File: src/rtl/fifo_byte_unloader.sv
// Drains a FIFO burst and serialises each word onto a byte stream, least significant byte first.
// Define FIFO_BYTE_UNLOADER_STATS_EN to build the stall_cycles and bytes_sent counters; otherwise both ports are tied to 0.
module fifo_byte_unloader #(
  parameter int pDATA_WIDTH  = 16,
  parameter int pFWFT        = 0,
  parameter int pCOUNT_WIDTH = 16
) (
  input  logic                    clk,
  input  logic                    rst_n,
  input  logic                    start,
  input  logic                    abort,
  input  logic [pCOUNT_WIDTH-1:0] burst_len,
  output logic                    busy,
  output logic                    done,
  output logic                    fifo_ren,
  input  logic [pDATA_WIDTH-1:0]  fifo_rdata,
  input  logic                    fifo_empty,
  output logic                    m_valid,
  output logic [7:0]              m_data,
  output logic                    m_last,
  input  logic                    m_ready,
  output logic [31:0]             stall_cycles,
  output logic [31:0]             bytes_sent
);

  // state | meaning
  // IDLE  | waiting for start
  // FETCH | pop next word once the FIFO is non-empty
  // WAIT  | registered-read FIFO only: capture the popped word
  // SHIFT | present hold one byte at a time
  // DONE  | one-cycle done pulse

  localparam int pBYTES = pDATA_WIDTH / 8;
  localparam int IDX_W  = (pBYTES > 1) ? $clog2(pBYTES) : 1;

  typedef enum logic [2:0] {S_IDLE, S_FETCH, S_WAIT, S_SHIFT, S_DONE} state_t;

  state_t                  state, state_nxt;
  logic [pCOUNT_WIDTH-1:0] words_left, words_left_nxt;
  logic [IDX_W-1:0]        byte_idx, byte_idx_nxt;
  logic [pDATA_WIDTH-1:0]  hold, hold_nxt;
  logic                    last_byte;
  logic                    handshake;

  assign last_byte = (byte_idx == IDX_W'(pBYTES - 1));
  assign handshake = (state == S_SHIFT) && m_ready;

  always_ff @(posedge clk or negedge rst_n) begin
    if (!rst_n) begin
      state      <= S_IDLE;
      words_left <= '0;
      byte_idx   <= '0;
      hold       <= '0;
    end else begin
      state      <= state_nxt;
      words_left <= words_left_nxt;
      byte_idx   <= byte_idx_nxt;
      hold       <= hold_nxt;
    end
  end

  always_comb begin
    state_nxt      = state;
    words_left_nxt = words_left;
    byte_idx_nxt   = byte_idx;
    hold_nxt       = hold;
    case (state)
      S_IDLE: begin
        if (start) begin
          byte_idx_nxt = '0;
          if (burst_len == '0) begin
            state_nxt = S_DONE;
          end else begin
            words_left_nxt = burst_len;
            state_nxt      = S_FETCH;
          end
        end
      end
      S_FETCH: begin
        if (!fifo_empty) begin
          if (pFWFT != 0) begin
            hold_nxt  = fifo_rdata;
            state_nxt = S_SHIFT;
          end else begin
            state_nxt = S_WAIT;
          end
        end
      end
      S_WAIT: begin
        hold_nxt  = fifo_rdata;
        state_nxt = S_SHIFT;
      end
      S_SHIFT: begin
        if (m_ready) begin
          if (!last_byte) begin
            byte_idx_nxt = byte_idx + 1'b1;
          end else begin
            byte_idx_nxt   = '0;
            words_left_nxt = words_left - 1'b1;
            state_nxt      = (words_left == pCOUNT_WIDTH'(1)) ? S_DONE : S_FETCH;
          end
        end
      end
      S_DONE:  state_nxt = S_IDLE;
      default: state_nxt = S_IDLE;
    endcase
    // Abort drops any partial word; a word already popped in WAIT is lost.
    if (abort && (state != S_IDLE)) begin
      state_nxt    = S_IDLE;
      byte_idx_nxt = '0;
    end
  end

  assign busy     = (state != S_IDLE);
  assign done     = (state == S_DONE);
  assign fifo_ren = (state == S_FETCH) && !fifo_empty;
  assign m_valid  = (state == S_SHIFT);
  assign m_data   = hold[8*byte_idx +: 8];
  assign m_last   = (state == S_SHIFT) && (words_left == pCOUNT_WIDTH'(1)) && last_byte;

`ifdef FIFO_BYTE_UNLOADER_STATS_EN
  logic [31:0] stall_q, sent_q;

  always_ff @(posedge clk or negedge rst_n) begin
    if (!rst_n) begin
      stall_q <= '0;
      sent_q  <= '0;
    end else if ((state == S_IDLE) && start) begin
      stall_q <= '0;
      sent_q  <= '0;
    end else begin
      if ((state == S_FETCH) && fifo_empty && (stall_q != '1)) stall_q <= stall_q + 32'd1;
      if (handshake && (sent_q != '1)) sent_q <= sent_q + 32'd1;
    end
  end

  assign stall_cycles = stall_q;
  assign bytes_sent   = sent_q;
`else
  assign stall_cycles = '0;
  assign bytes_sent   = '0;
`endif

endmodule

File: config.mk
export PLATFORM = sky130hd
export DESIGN_NAME = fifo_byte_unloader
export DESIGN_NICKNAME = d
export VERILOG_FILES = /design/src/rtl/fifo_byte_unloader.sv
export SDC_FILE = /design/constraint.sdc
export NUM_CORES = 1
export LEC_CHECK = 0
export ABC_AREA = 1
export CAP_MARGIN = 40
export CELL_PAD_IN_SITES_DETAIL_PLACEMENT = 1
export CELL_PAD_IN_SITES_GLOBAL_PLACEMENT = 1
export CORE_MARGIN = 2
export CORE_UTILIZATION = 45
export CTS_BUF_LIST = sky130_fd_sc_hd__clkbuf_4 sky130_fd_sc_hd__clkbuf_8
export CTS_CLUSTER_SIZE = 12
export DETAILED_ROUTE_END_ITERATION = 8
export DONT_BUFFER_PORTS = 1
export GPL_ROUTABILITY_DRIVEN = 1
export HOLD_SLACK_MARGIN = 0.02
export MAX_ROUTING_LAYER = met4
export PLACE_DENSITY = 0.93
export SYNTH_ARGS = -nofsm -noshare
export SYNTH_HDL_FRONTEND = slang
export SYNTH_SLANG_ARGS = --single-unit
File: constraint.sdc
create_clock -name clk -period 2.55 [get_ports clk]
set_input_delay 0.1275 -clock clk [delete_from_list [all_inputs] [get_ports clk]]
set_output_delay 0.1275 -clock clk [all_outputs]
set_load 0.02 [all_outputs]
**Yosys cells after proc, flatten, opt, wreduce, memory -nomap -nowiden**

Index checks and enable logic that the tools add are counted.

- Reductions and logical operators: 13
- Multiplexer cells: 18
- $add $sub $neg: 2
- Shifts and indexed selects: 1
- Equal/unequal tests: 13

Operator list:

| cell | number |
|---|---|
| $mux 16 | 4 |
| $pmux 16 s2 | 1 |
| $mux 3 | 7 |
| $eq 16x1->1 const B | 1 |
| $logic_not 16->1 | 1 |
| $shiftx 16x5->8 | 1 |
| $sub 16x1->16 const B | 1 |
| $pmux 3 s4 | 1 |
| $eq 3x2->1 const B | 2 |
| $ne 3x1->1 const B | 2 |
| $ne 3x3->1 const B | 2 |
| $reduce_bool 3->1 | 2 |
| $reduce_and 5->1 | 1 |
| $logic_and 1x1->1 | 4 |
| $mux 1 | 4 |
| $ne 2x1->1 const B | 2 |
| $ne 2x2->1 const B | 2 |
| $reduce_and 4->1 | 1 |
| $eq 3x1->1 const B | 1 |
| $eq 3x3->1 const B | 1 |
| $logic_not 3->1 | 1 |
| $reduce_and 3->1 | 1 |
| $pmux 1 s2 | 1 |
| $reduce_bool 2->1 | 1 |
| other kinds (2) | 2 |

- Output and inout bits: 77
- Input port bits: 38
- Register bits: 36
- Word-level logic and storage cells: 51

**Depth between registers and ports, before layout**

- Word-level depth: 6
- Gate-level depth with buffers: 10
- Gate-level depth less buffers: 10

**Worst setup path before layout**

Ideal clock, no wire load.

- Path type: reg-to-reg
- Start point: reg state[2]
- End point: reg words_left[4]
- Period minus slack after synthesis: 1.489 ns
- Path buffers: 0
- Required time: 2.474 ns
- Stages on the path, launching flop included: 10
- Setup time: 0.076 ns
- Arrival: 1.413 ns
- Setup slack: 1.061 ns
- Cell sequence: dfrtp_1 -> inv_2 -> nand3_2 -> inv_1 -> nand2_1 -> nand3b_2 -> clkinv_1 -> nand2_2 -> nand2_1 -> o21ai_1

- Longest elaborated chain between the ends: 3
- Elaborated cells on any way between the ends: 9
- Those cells by class: eq/ne: 5; mux: 1; reduce/logical: 3

Ends and longest elaborated chain:

| element | RTL line | source |
|---|---|---|
| start: declaration | 38 | `state_t state, state_nxt;` |
| start signal: assignment | 55 | `state <= state_nxt;` |
| $eq 3x2->1 or $logic_not 3->1 (tied branches) | 67 | `case (state)` |
| $ne 2x1->1 (no line), or another cell as far along | -- |  |
| $reduce_and 5->1 (no line) | -- |  |
| end signal: assignment | 56 | `words_left <= words_left_nxt;` |
| end: declaration | 39 | `logic [pCOUNT_WIDTH-1:0] words_left, words_left_nxt;` |

Several ways; a longest one is shown, not always the timed one.
A chain may end at the register's enable or synchronous reset.

**Worst setup path after layout**

- Start point: reg state[1]
- End point: out m_last

- Longest elaborated chain between the ends: 3

Ends and longest elaborated chain:

| element | RTL line | source |
|---|---|---|
| $eq 3x2->1 | 119 | `assign m_last = (state == S_SHIFT) && (words_left == pCOUNT_WIDTH'(1)) && last_byte;` |
| $logic_and 1x1->1 (2 in a row) | 119 |  |
| end: declaration | 20 | `output logic m_last,` |

No other way between the ends.

==> results.md <==
* Crit path kind: flop to output port
* Synth Cell Area at 2760 um2
* WP data required at 2.42 ns
* Final min period at 1.96 ns
* VDD IR-drop max at 0.548 mV
* Drt first pass iters at 4
* Max_cap viols at 0
* First-pass GRT wire length at 12,000 um
* Final nets at 450
* Detailed-route wire length at 7580 um
* Relative max-transition margin at 53.4%
* EDFF count, synth at 0
* Post-DRT Antenna Nets at 0
* Clk root buf: clkbuf_8
* Final worst path period share at 77.0%
* Fraction of registers with async set/reset at 100%
* Reg2Reg Depth at 8
* Final setup fails at 0
* CTS clock-pin slew for the worst setup and hold paths at 0.09 ns
* Status: complete, no violations
* DRC Markers at 0
* Vias in the first global route at 2,452
* Die Y at 82.2 um
* Post-route cell area at 2860 um2
* Htree depth at 2
* Hold WS at 0.0383 ns
* Hold Vio Cnt, Final at 0
* Tot GR Track Use at 24.4%
* Clock latency on the worst-skew pair at 0.30 ns
* Tightest Pin Transition at 0.694 ns
* Crit path max fanout at 24
* CTS sink cnt at 36
* Share of layout cells above drive strength 1 at 9.73%
* Hold crit path type: input port to flop
* FF-to-FF setup slack at 0.68 ns
* CP endpoint kind: output port
* Post-CTS sizing at 0
* Cell Area, Placed at 2570 um2
* Detail Placement HPWL at 5300 um
* Post-synthesis sequential area ratio at 32.7%
* Initial Util at 46.5%
* Final count of pins violating max slew at 0
* Mean area per synthesized cell at 7.05 um2
* Top FF cell, synth: dfrtp_1
* Worst hold path depth at 4
* CTS Buf Count at 5
* RSZ-0062 raised after global routing: false
* Netlist cell types at 25
* Clk buf depth at 2
* Total core area at 5920 um2
* Sum of negative setup slack at 0 ns
* Leak at 0.00148 uW
* Seq cells post-synth at 36
* Vias per inst at 4.85
* Antenna diodes at 0
* Fmax at 0.509 GHz
* Routed WL per cell at 15.6 um
* CTS tree: built
* Global placer's final weighted congestion at 0.858
* I/O pins at 115
* Synth Warn # at 0
* Initial antenna violation count at 0
* Crit path arrival time at 1.84 ns
* Setup Fix Bufs, Post-CTS at 0
* Port bufs at 0
* Total grt overflow at 0
* Worst setup SP type: flop
* PwrDens at 1170 nW/um2
* Largest net degree at the start of global routing at 37
* Layout Skew at 0.00552 ns
* Die area at 6760 um2
* Synthesis-to-finish area growth at 3.72%
* Rows at 28
* Leading cell type in the layout, fill and taps excluded: nand2_1
* Die X at 82.2 um
* Via count at 2,358
* Initial DRC count at 140
* Syn Inst Count at 391
* Commonest non-fill, non-tap cells in the layout: nand2_1, conb_1, nor2_1, dfrtp_1, nand3_1
==> critical path, stage by stage, from the launching register on <==
cell	delay [ns]
dfrtp_1	0.47
nand2_2	0.10
nor2_4	0.10
buf_4	0.31
nand3_1	0.20
nor2_1	0.36
==> flip-flops by register name, indices dropped and copies added (netlist names) <==
register / cells
words_left: 16
hold: 16
state: 3
byte_idx: 1
==> cells by family after synthesis <==
family | Yosys count | synth area share (%)
flops | 36 | 32.7
compound gates | 18 | 3.32
mux | 16 | 6.54
fa+ha+maj | 2 | 0.908
buf+inv | 96 | 22.5
simple gates | 222 | 33.9
other cells | 1 | 0.136
==> cell type report <==
class	count	area, um2
Clock inverter	3	23.8
Tap cell	75	93.8
Timing Repair Buffer	20	205
Fill cell	790	3060
Sequential cell	36	901
Clock buffer	5	68.8
Multi-Input combinational cell	322	1470
Inverter	25	93.8
==> metal layers <==
metal / global-route usage (%) / vias to the layer above / wire [um]
li1: - / 1133 / -
met1: 28.7 / 1142 / 2990
met2: 42.7 / 74 / 4030
met3: 5.65 / 9 / 498
met4: 5.00 / 0 / 65
met5: - / - / 0
==> worst paths after layout <==
| path | start | endpoint |
|---|---|---|
| max | state[1] | m_last |
| min | burst_len[12] | words_left[12] |
| max reg2reg | state[1] | words_left[13] |
| min reg2reg | hold[11] | hold[11] |
| max in group asynchronous | rst_n | words_left[11] |
| min in group asynchronous | rst_n | words_left[2] |
==> metrics by stage <==
stage	power, uW	util (%)	std cells	worst slack, ns
5_1_grt	3630	48.3	486	0.451
2_1_floorplan	2550	-	454	1.06
6_report	3350	48.3	486	0.587
3_3_place_gp	2720	43.5	460	0.821
4_1_cts	3300	48.3	486	0.584
3_5_place_dp	2830	43.5	460	0.689
==> where the power goes <==
group / total [uW] / switching [uW] / internal (uW)
Clock: 440 / 246 / 194
Combinational: 1780 / 1230 / 552
Sequential: 1130 / 269 / 857
==> synthesized netlist by cell type, types with 3 or more instances <==
| cell type | number | share of area, % |
|---|---|---|
| nand2_1 | 134 | 18 |
| buf_4 | 64 | 17 |
| nor2_1 | 42 | 5.7 |
| dfrtp_1 | 36 | 33 |
| nand3_1 | 29 | 5.3 |
| inv_1 | 21 | 2.9 |
| mux2_2 | 16 | 6.5 |
| o21ai_0 | 12 | 2.2 |
| o21ai_1 | 5 | 0.91 |
| buf_2 | 3 | 0.54 |
| nand3_2 | 3 | 1.1 |
| nor3_1 | 3 | 0.54 |
| or2_2 | 3 | 0.68 |
==> what timing repair did <==
item / in CTS / in global routing
setup endpoints to repair: 0 / 0
hold buffers: 18 / 0
hold endpoints to repair: 52 / 0
(Power assumes the default switching activity.)
